$ cat config.mk
export PLATFORM = sky130hd
export DESIGN_NAME = uart_axil_master
export DESIGN_NICKNAME = d
export VERILOG_FILES = /design/src/rtl/uart_axil_master_pkg.sv /design/src/rtl/uart_axil_master.sv
export SDC_FILE = /design/constraint.sdc
export NUM_CORES = 1
export LEC_CHECK = 0
export BUFFER_PORTS_ARGS = -buffer_cell sky130_fd_sc_hd__buf_2
export CAP_MARGIN = 20
export CORE_UTILIZATION = 57
export DETAILED_ROUTE_END_ITERATION = 10
export PLACE_DENSITY = 0.85
export SLEW_MARGIN = 20
export SYNTH_ARGS = -nofsm -noshare
export SYNTH_HDL_FRONTEND = slang
export SYNTH_SLANG_ARGS = --single-unit
$ cat constraint.sdc
create_clock -name clk_i -period 10 [get_ports clk_i]
set_input_delay 1 -clock clk_i [delete_from_list [all_inputs] [get_ports clk_i]]
set_output_delay 1 -clock clk_i [all_outputs]
set_load 0.02 [all_outputs]
$ cat src/rtl/uart_axil_master_pkg.sv
// uart_axil_master_pkg
// Shared definitions for the UART command interpreter that acts as an AXI-Lite master.
// Contents: command opcodes, the bad-command response byte, the bridge FSM state type
// and a small opcode classification helper.
package uart_axil_master_pkg;

    localparam logic [7:0] CMD_WR       = 8'h57;
    localparam logic [7:0] CMD_RD       = 8'h52;
    localparam logic [7:0] RESP_BAD_CMD = 8'hEE;

    typedef enum logic [2:0] {
        IDLE,
        RX_ADDR,
        RX_DATA,
        AXI_AW_W,
        AXI_B,
        AXI_AR,
        AXI_R,
        TX_RESP
    } bridge_state_t;

    // True for the two opcodes the interpreter understands.
    function automatic logic is_known_cmd(input logic [7:0] opcode);
        return (opcode == CMD_WR) || (opcode == CMD_RD);
    endfunction

endpackage

$ cat src/rtl/uart_axil_master.sv
// uart_axil_master
// Byte-stream command interpreter acting as an AXI-Lite master. A host sends
// opcode + address (MSB first) + write data (MSB first, writes only); exactly one
// response frame is returned per command.
// Ports:
//   clk_i, rst_i                      clock, asynchronous active-high reset
//   s_tdata/s_tvalid/s_tready         command bytes from the UART receiver
//   m_tdata/m_tvalid/m_tready         response bytes to the UART transmitter
//   m_aw*, m_w*, m_b*                 AXI-Lite write address / data / response channels
//   m_ar*, m_r*                       AXI-Lite read address / data channels
module uart_axil_master
    import uart_axil_master_pkg::*;
#(
    parameter int AXIL_ADDR_WIDTH = 32,
    parameter int AXIL_DATA_WIDTH = 32,
    parameter int FRAME_TIMEOUT   = 1_000_000
) (
    input  logic                         clk_i,
    input  logic                         rst_i,
    input  logic [7:0]                   s_tdata,
    input  logic                         s_tvalid,
    output logic                         s_tready,
    output logic [7:0]                   m_tdata,
    output logic                         m_tvalid,
    input  logic                         m_tready,
    output logic [AXIL_ADDR_WIDTH-1:0]   m_awaddr,
    output logic [2:0]                   m_awprot,
    output logic                         m_awvalid,
    input  logic                         m_awready,
    output logic [AXIL_DATA_WIDTH-1:0]   m_wdata,
    output logic [3:0]                   m_wstrb,
    output logic                         m_wvalid,
    input  logic                         m_wready,
    input  logic [1:0]                   m_bresp,
    input  logic                         m_bvalid,
    output logic                         m_bready,
    output logic [AXIL_ADDR_WIDTH-1:0]   m_araddr,
    output logic [2:0]                   m_arprot,
    output logic                         m_arvalid,
    input  logic                         m_arready,
    input  logic [AXIL_DATA_WIDTH-1:0]   m_rdata,
    input  logic [1:0]                   m_rresp,
    input  logic                         m_rvalid,
    output logic                         m_rready
);

    localparam int ADDR_BYTES = AXIL_ADDR_WIDTH / 8;
    localparam int DATA_BYTES = AXIL_DATA_WIDTH / 8;
    localparam int TW         = $clog2(FRAME_TIMEOUT + 1);
    localparam int RW         = AXIL_DATA_WIDTH + 8;
    localparam logic [TW-1:0] TIMEOUT_LAST = TW'(FRAME_TIMEOUT - 1);

    bridge_state_t              state, state_next;
    logic                       s_tready_q;
    logic                       byte_fire;
    logic [2:0]                 byte_cnt;
    logic                       is_write;
    logic [AXIL_ADDR_WIDTH-1:0] addr_q;
    logic [AXIL_DATA_WIDTH-1:0] data_q;
    logic [TW-1:0]              timeout_cnt;
    logic                       timeout_hit;
    logic                       aw_done_q, w_done_q;
    logic [RW-1:0]              resp_shift;
    logic [2:0]                 resp_left;
    logic                       addr_last, data_last;

    assign s_tready    = s_tready_q;
    assign byte_fire   = s_tvalid && s_tready_q;
    assign addr_last   = (byte_cnt == 3'(ADDR_BYTES - 1));
    assign data_last   = (byte_cnt == 3'(DATA_BYTES - 1));
    assign timeout_hit = (timeout_cnt == TIMEOUT_LAST);

    // State register. s_tready is registered from the next state so it is already
    // low in the cycle after the last frame byte, which is what back-pressures the
    // host while the AXI transaction and the response are in flight.
    always_ff @(posedge clk_i or posedge rst_i) begin
        if (rst_i) begin
            state      <= IDLE;
            s_tready_q <= 1'b0;
        end else begin
            state      <= state_next;
            s_tready_q <= (state_next == IDLE) || (state_next == RX_ADDR) ||
                          (state_next == RX_DATA);
        end
    end

    // Next-state logic. A byte arriving on the same edge the frame timer expires is
    // accepted and the frame continues; only an idle expiry discards the frame.
    always_comb begin
        state_next = state;
        case (state)
            IDLE: begin
                if (byte_fire) begin
                    state_next = is_known_cmd(s_tdata) ? RX_ADDR : TX_RESP;
                end
            end
            RX_ADDR: begin
                if (byte_fire) begin
                    if (addr_last) state_next = is_write ? RX_DATA : AXI_AR;
                end else if (timeout_hit) begin
                    state_next = IDLE;
                end
            end
            RX_DATA: begin
                if (byte_fire) begin
                    if (data_last) state_next = AXI_AW_W;
                end else if (timeout_hit) begin
                    state_next = IDLE;
                end
            end
            AXI_AW_W: begin
                if ((aw_done_q || m_awready) && (w_done_q || m_wready)) state_next = AXI_B;
            end
            AXI_B:   if (m_bvalid)  state_next = TX_RESP;
            AXI_AR:  if (m_arready) state_next = AXI_R;
            AXI_R:   if (m_rvalid)  state_next = TX_RESP;
            TX_RESP: if (m_tready && (resp_left == 3'd1)) state_next = IDLE;
            default: state_next = IDLE;
        endcase
    end

    // Output decode. AW and W are each dropped as soon as their own handshake is
    // seen, tracked by the done flags, so the two channels can complete in any order.
    always_comb begin
        m_awaddr  = addr_q;
        m_araddr  = addr_q;
        m_wdata   = data_q;
        m_awprot  = 3'b000;
        m_arprot  = 3'b000;
        m_wstrb   = 4'hF;
        m_awvalid = (state == AXI_AW_W) && !aw_done_q;
        m_wvalid  = (state == AXI_AW_W) && !w_done_q;
        m_bready  = (state == AXI_B);
        m_arvalid = (state == AXI_AR);
        m_rready  = (state == AXI_R);
        m_tvalid  = (state == TX_RESP);
        m_tdata   = resp_shift[RW-1 -: 8];
    end

    // Frame datapath: address/data shift registers, byte and inter-byte timers,
    // AW/W completion flags and the response shift register (sent MSB byte first).
    always_ff @(posedge clk_i or posedge rst_i) begin
        if (rst_i) begin
            byte_cnt    <= '0;
            is_write    <= 1'b0;
            addr_q      <= '0;
            data_q      <= '0;
            timeout_cnt <= '0;
            aw_done_q   <= 1'b0;
            w_done_q    <= 1'b0;
            resp_shift  <= '0;
            resp_left   <= '0;
        end else begin
            case (state)
                IDLE: begin
                    byte_cnt    <= '0;
                    timeout_cnt <= '0;
                    if (byte_fire) begin
                        is_write <= (s_tdata == CMD_WR);
                        if (!is_known_cmd(s_tdata)) begin
                            resp_shift <= {RESP_BAD_CMD, {AXIL_DATA_WIDTH{1'b0}}};
                            resp_left  <= 3'd1;
                        end
                    end
                end
                RX_ADDR, RX_DATA: begin
                    if (byte_fire) begin
                        timeout_cnt <= '0;
                        if (state == RX_ADDR) begin
                            addr_q   <= (addr_q << 8) | AXIL_ADDR_WIDTH'(s_tdata);
                            byte_cnt <= addr_last ? 3'd0 : byte_cnt + 3'd1;
                        end else begin
                            data_q   <= (data_q << 8) | AXIL_DATA_WIDTH'(s_tdata);
                            byte_cnt <= data_last ? 3'd0 : byte_cnt + 3'd1;
                            if (data_last) begin
                                aw_done_q <= 1'b0;
                                w_done_q  <= 1'b0;
                            end
                        end
                    end else if (timeout_hit) begin
                        timeout_cnt <= '0;
                        byte_cnt    <= '0;
                    end else begin
                        timeout_cnt <= timeout_cnt + TW'(1);
                    end
                end
                AXI_AW_W: begin
                    if (m_awvalid && m_awready) aw_done_q <= 1'b1;
                    if (m_wvalid && m_wready)   w_done_q  <= 1'b1;
                end
                AXI_B: begin
                    if (m_bvalid) begin
                        resp_shift <= {6'b0, m_bresp, {AXIL_DATA_WIDTH{1'b0}}};
                        resp_left  <= 3'd1;
                    end
                end
                AXI_R: begin
                    if (m_rvalid) begin
                        resp_shift <= {6'b0, m_rresp, m_rdata};
                        resp_left  <= 3'(1 + DATA_BYTES);
                    end
                end
                TX_RESP: begin
                    if (m_tready) begin
                        resp_shift <= resp_shift << 8;
                        resp_left  <= resp_left - 3'd1;
                    end
                end
                default: ;
            endcase
        end
    end

endmodule

Yosys cells after proc, flatten, opt, wreduce, memory -nomap -nowiden
Index checks and enable logic that the tools add are counted.
{"block": "classes", "addsub": 3, "eq_ne": 25, "n_mux": 40, "bitwise": 3, "reduce_logical": 27}
{"cell": "40-bit two-way mux", "n": 5}
{"cell": "40-bit case mux with 4 select lines", "n": 1}
{"cell": "32-bit by 8-bit OR with 32-bit output", "n": 2}
{"cell": "3-bit two-way mux", "n": 21}
{"cell": "20-bit two-way mux", "n": 2}
{"cell": "20-bit case mux with 2 select lines", "n": 1}
{"cell": "3-bit case mux with 8 select lines", "n": 1}
{"cell": "20-bit by 1-bit adder with 20-bit output (second input constant)", "n": 1}
{"cell": "20-bit equality test (second input constant)", "n": 1}
{"cell": "8-bit by 7-bit equality test with 1-bit output (second input constant)", "n": 2}
{"cell": "2-bit != test (second input constant)", "n": 7}
{"cell": "3-bit by 2-bit equality test with 1-bit output (second input constant)", "n": 4}
{"cell": "3-bit equality test (second input constant)", "n": 4}
{"cell": "3-bit case mux with 4 select lines", "n": 1}
{"cell": "5-bit AND reduction", "n": 2}
{"cell": "3-bit by 1-bit equality test with 1-bit output (second input constant)", "n": 3}
{"cell": "1-bit logical AND", "n": 7}
{"cell": "3-bit zero test", "n": 2}
{"cell": "2-bit by 1-bit != test with 1-bit output (second input constant)", "n": 3}
{"cell": "3-bit case mux with 2 select lines", "n": 1}
{"cell": "3-bit AND reduction", "n": 2}
{"cell": "6-bit AND reduction", "n": 1}
{"cell": "1-bit logical OR", "n": 5}
{"cell": "1-bit two-way mux", "n": 5}
{"cell": "10 further kinds", "n": 14}
{"block": "word_totals", "ff_bits": 137, "inputBits": 53, "out_inout_bits": 121, "elab_cells": 109}

Depth between registers and ports, before layout
{"block": "depth", "depth_word": 8, "depth_mapped": 8, "ltp_nobuf": 6}

Least setup slack after synthesis
OpenSTA, ideal clock, no wires.
{"block": "synth_path", "kind": "register to output", "from": "register state[0]", "to": "output port m_rready", "t_arrival_ns": 1.286, "slack_ns": 7.714, "path_stages_with_launch": 5, "n_path_buf": 3, "cell_sequence": "dfrtp_1 > buf_4 > buf_4 > nor2_2 > clkbuf_1"}
{"block": "synth_between", "elab_chain_cells": 1}
{"element": "start, declared", "line": "uart_axil_master.sv:53", "text": "bridge_state_t state, state_next;"}
{"element": "start signal, assigned", "line": "uart_axil_master.sv:81", "text": "state <= state_next;"}
{"element": "3-bit equality test", "line": "uart_axil_master.sv:135", "text": "m_rready = (state == AXI_R);"}
{"element": "end, declared", "line": "uart_axil_master.sv:44", "text": "output logic m_rready"}
No other way between the ends.

Final worst setup path
{"block": "layout_path", "from": "register state[0]", "to": "output port m_tvalid"}
{"block": "layout_between", "elab_chain_cells": 1}
{"element": "3-bit equality test", "line": "uart_axil_master.sv:136", "text": "m_tvalid = (state == TX_RESP);"}
{"element": "end, declared", "line": "uart_axil_master.sv:24", "text": "output logic m_tvalid,"}
No other way between the ends.

==> flow_summary.toml <==
[timing]
fin_crit_ps = 3530
max_clock_freq_mhz = 283
slew_headroom = 0.352
fin_hold_ws_ps = 482
fin_crit_sh = 0.353
drv_slew = 0
worstMarginPinSlew_ps = 971
clock_skew_ps = 6.27
rsz0062_at_grt = "no"
setup_viol = 0
hold_viol_final = 0
tns_ps = 0

[power_and_ir_drop]
irDropWorstVdd_v = 0.000195
p_per_area_nw_per_um2 = 294
leakagePower_nw = 3.92

[worst_setup_path]
crit_path_max_incr_delay_ps = 710
crit_path_cell_trace = "nand3_1 -> clkinv_1 -> buf_2"
crit_buf_inv = 2
end_kind = "output pin"
crit_arrival_ps = 2530
crit_type = "flip-flop to output pin"
cp_max_fo = 27
r2r-start = "state[0]"
ff2ff_path_depth = 6
cp-start-kind = "flip-flop"
cp.required_ps = 9000
rrSetupSlack_ps = 7490
regToRegEndpoint = "resp_left[0]"
slowest_stage = "dfrtp_1"
crit_family = "buffers and inverters"

[die]
die_x_um = 109
row_count = 38
dieArea_um2 = 11800
initial_core_util = 0.590
core_um2 = 11000
die_h_um = 109
ios = 174

[layout]
drive_gt1_frac = 0.378
final_common_cell = "buf_2"
area_growth_pct = 16.5
layout.cells.non_filler = 856
diodes = 0
final_cell_mix = "buf_2, dfrtp_1, nand2_1, mux2_2, o21ai_1"
fin_area_um2 = 7550
nNetsFinal = 760
utilization = 0.688

[logic_synthesis]
async_flop_share = 1.00
synth_area_um2 = 6480
netlist_instances = 586
synthTopCellsByArea = "dfrtp_1, mux2_2, buf_4"
avgSynthCellArea_um2 = 11.1
yosysSeqAreaShare = 0.529
synth_top_area_share = 0.529
ys_types = 56
synth_ff_type = "dfrtp_1"
synth_edf_count = 0
synth_seq_cells = 137
yosys.area.top_type = "dfrtp_1"
yosys_warnings = 0

[place]
dp.cells = 824
io_buffers = 163
place_congestion = 0.824
placed_cell_area_um2 = 6980
dp_hpwl_um = 9590

[hold_path]
holdPathEnd = "resp_shift[27]"
hp-start = "resp_shift[27]"
hp-class = "flip-flop to flip-flop"
whs_path_depth = 2

[clock_tree]
htreeDepth = 4
cts_buffers = 17
cts_tree = "yes"
clk_path_buf_depth = 2
numClockSinks = 137
cts_setup_buffers = 0
clk_pin_slew_ps = 60
postCtsResizedCells = 0
clk_root_buffer_cell = "clkbuf_16"
clk_latency_ps = 420
postCtsHoldBufs = 0

[route]
via_per_inst = 5.60
drt_wl_total_um = 14000
drtIter0Drc = 349
num_vias = 4790
remaining_drc_errors = 0
antenna_left = 0
drt-wirelength-per-cell_um = 16.4
dr.pass1.iters = 5

[flow_run]
cap_violations = 0

[global_route]
track_usage = 0.253
antenna_found_initial = 0
grt_pass1_wl_um = 22700
grt_pass1_vias = 4769
grt_max_degree = 87
overflow = 0

[outcome]
run_status = "finished, final reports clean"
-- how the worst max path moves through the flow --
stage,start,cells after the start,end,slack (ps)
after floorplan,rst_i,1,aw_done_q,5330
after global placement,state[0],3,m_tvalid,6980
after detailed placement,state[0],3,m_tvalid,6940
after CTS,state[0],3,m_tvalid,6490
after global routing,state[0],3,m_tvalid,6330
final,state[0],3,m_tvalid,6470
-- routing by layer --
metal  global-route usage  wire length [um]  vias to the layer above
met3               0.0711               848                       38
met2                0.421              7170                      176
met5                    0                 0                        -
met4                0.120               410                        0
met1                0.305              5610                     2345
li1                     -                 -                     2231
-- area by class of cell --
| type | count | area, um2 |
|---|---|---|
| flip-flops and latches | 137 | 3430 |
| clock inverters | 15 | 151 |
| fillers | 775 | 3430 |
| well taps | 140 | 175 |
| repair buffers | 168 | 853 |
| inverters | 11 | 43.8 |
| clock buffers | 17 | 425 |
| multi-input cells | 368 | 2480 |
-- state kept, by name, summed over array words and instances, names as in the netlist --
register	flops
resp_left	3
m_wdata	32
s_tready	1
w_done_q	1
aw_done_q	1
m_araddr	32
state	3
resp_shift	40
is_write	1
timeout_cnt	20
byte_cnt	3
-- metrics by stage --
stage                     setup WS (ps)  total power [mW]
after floorplan                    5330              1.49
after global placement             6980              1.58
after detailed placement           6940              1.61
after CTS                          6490              2.23
after global routing               6330              2.34
final                              6470              2.22
-- cell families after synthesis --
| family | count (synthesis) | share of synthesized area |
|---|---|---|
| AND/OR/NAND/NOR | 148 | 0.110 |
| XOR/XNOR | 17 | 0.0230 |
| AO/OA/AOI/OAI | 122 | 0.120 |
| multiplexers | 67 | 0.116 |
| flip-flops | 137 | 0.529 |
| other | 2 | 0.00116 |
| buffers and inverters | 89 | 0.0942 |
| adder cells (fa/ha/maj) | 4 | 0.00772 |
-- cells in the mapped netlist (3+ instances only) --
library cell,number
dfrtp_1,137
nand2_1,66
mux2_2,63
buf_4,61
o21ai_1,34
nor2_1,32
a22oi_1,26
a21oi_1,17
o21ai_0,14
xor2_1,13
nand3_1,11
inv_1,10
a21o_1,8
nand4_1,6
nor3_1,6
buf_2,5
buf_6,5
a31oi_1,4
clkbuf_1,4
ha_1,4
nor2b_1,4
xnor2_1,4
and2_1,3
clkbuf_2,3
mux2i_1,3
o31ai_1,3
-- where the power goes --
part | switching [mW] | internal (mW)
clock | 0.242 | 0.367
sequential | 0.147 | 0.711
combinational | 0.484 | 0.269
total | 0.873 | 1.35
-- worst register-to-register path, delay by kind of cell, from the launching register on --
family          cells  cell delay [ps]
compound gates      3              390
buf+inv             1              660
flops               1              940
mux                 1              280
simple gates        1              130
Note: power is estimated with default switching activity, not from simulation.
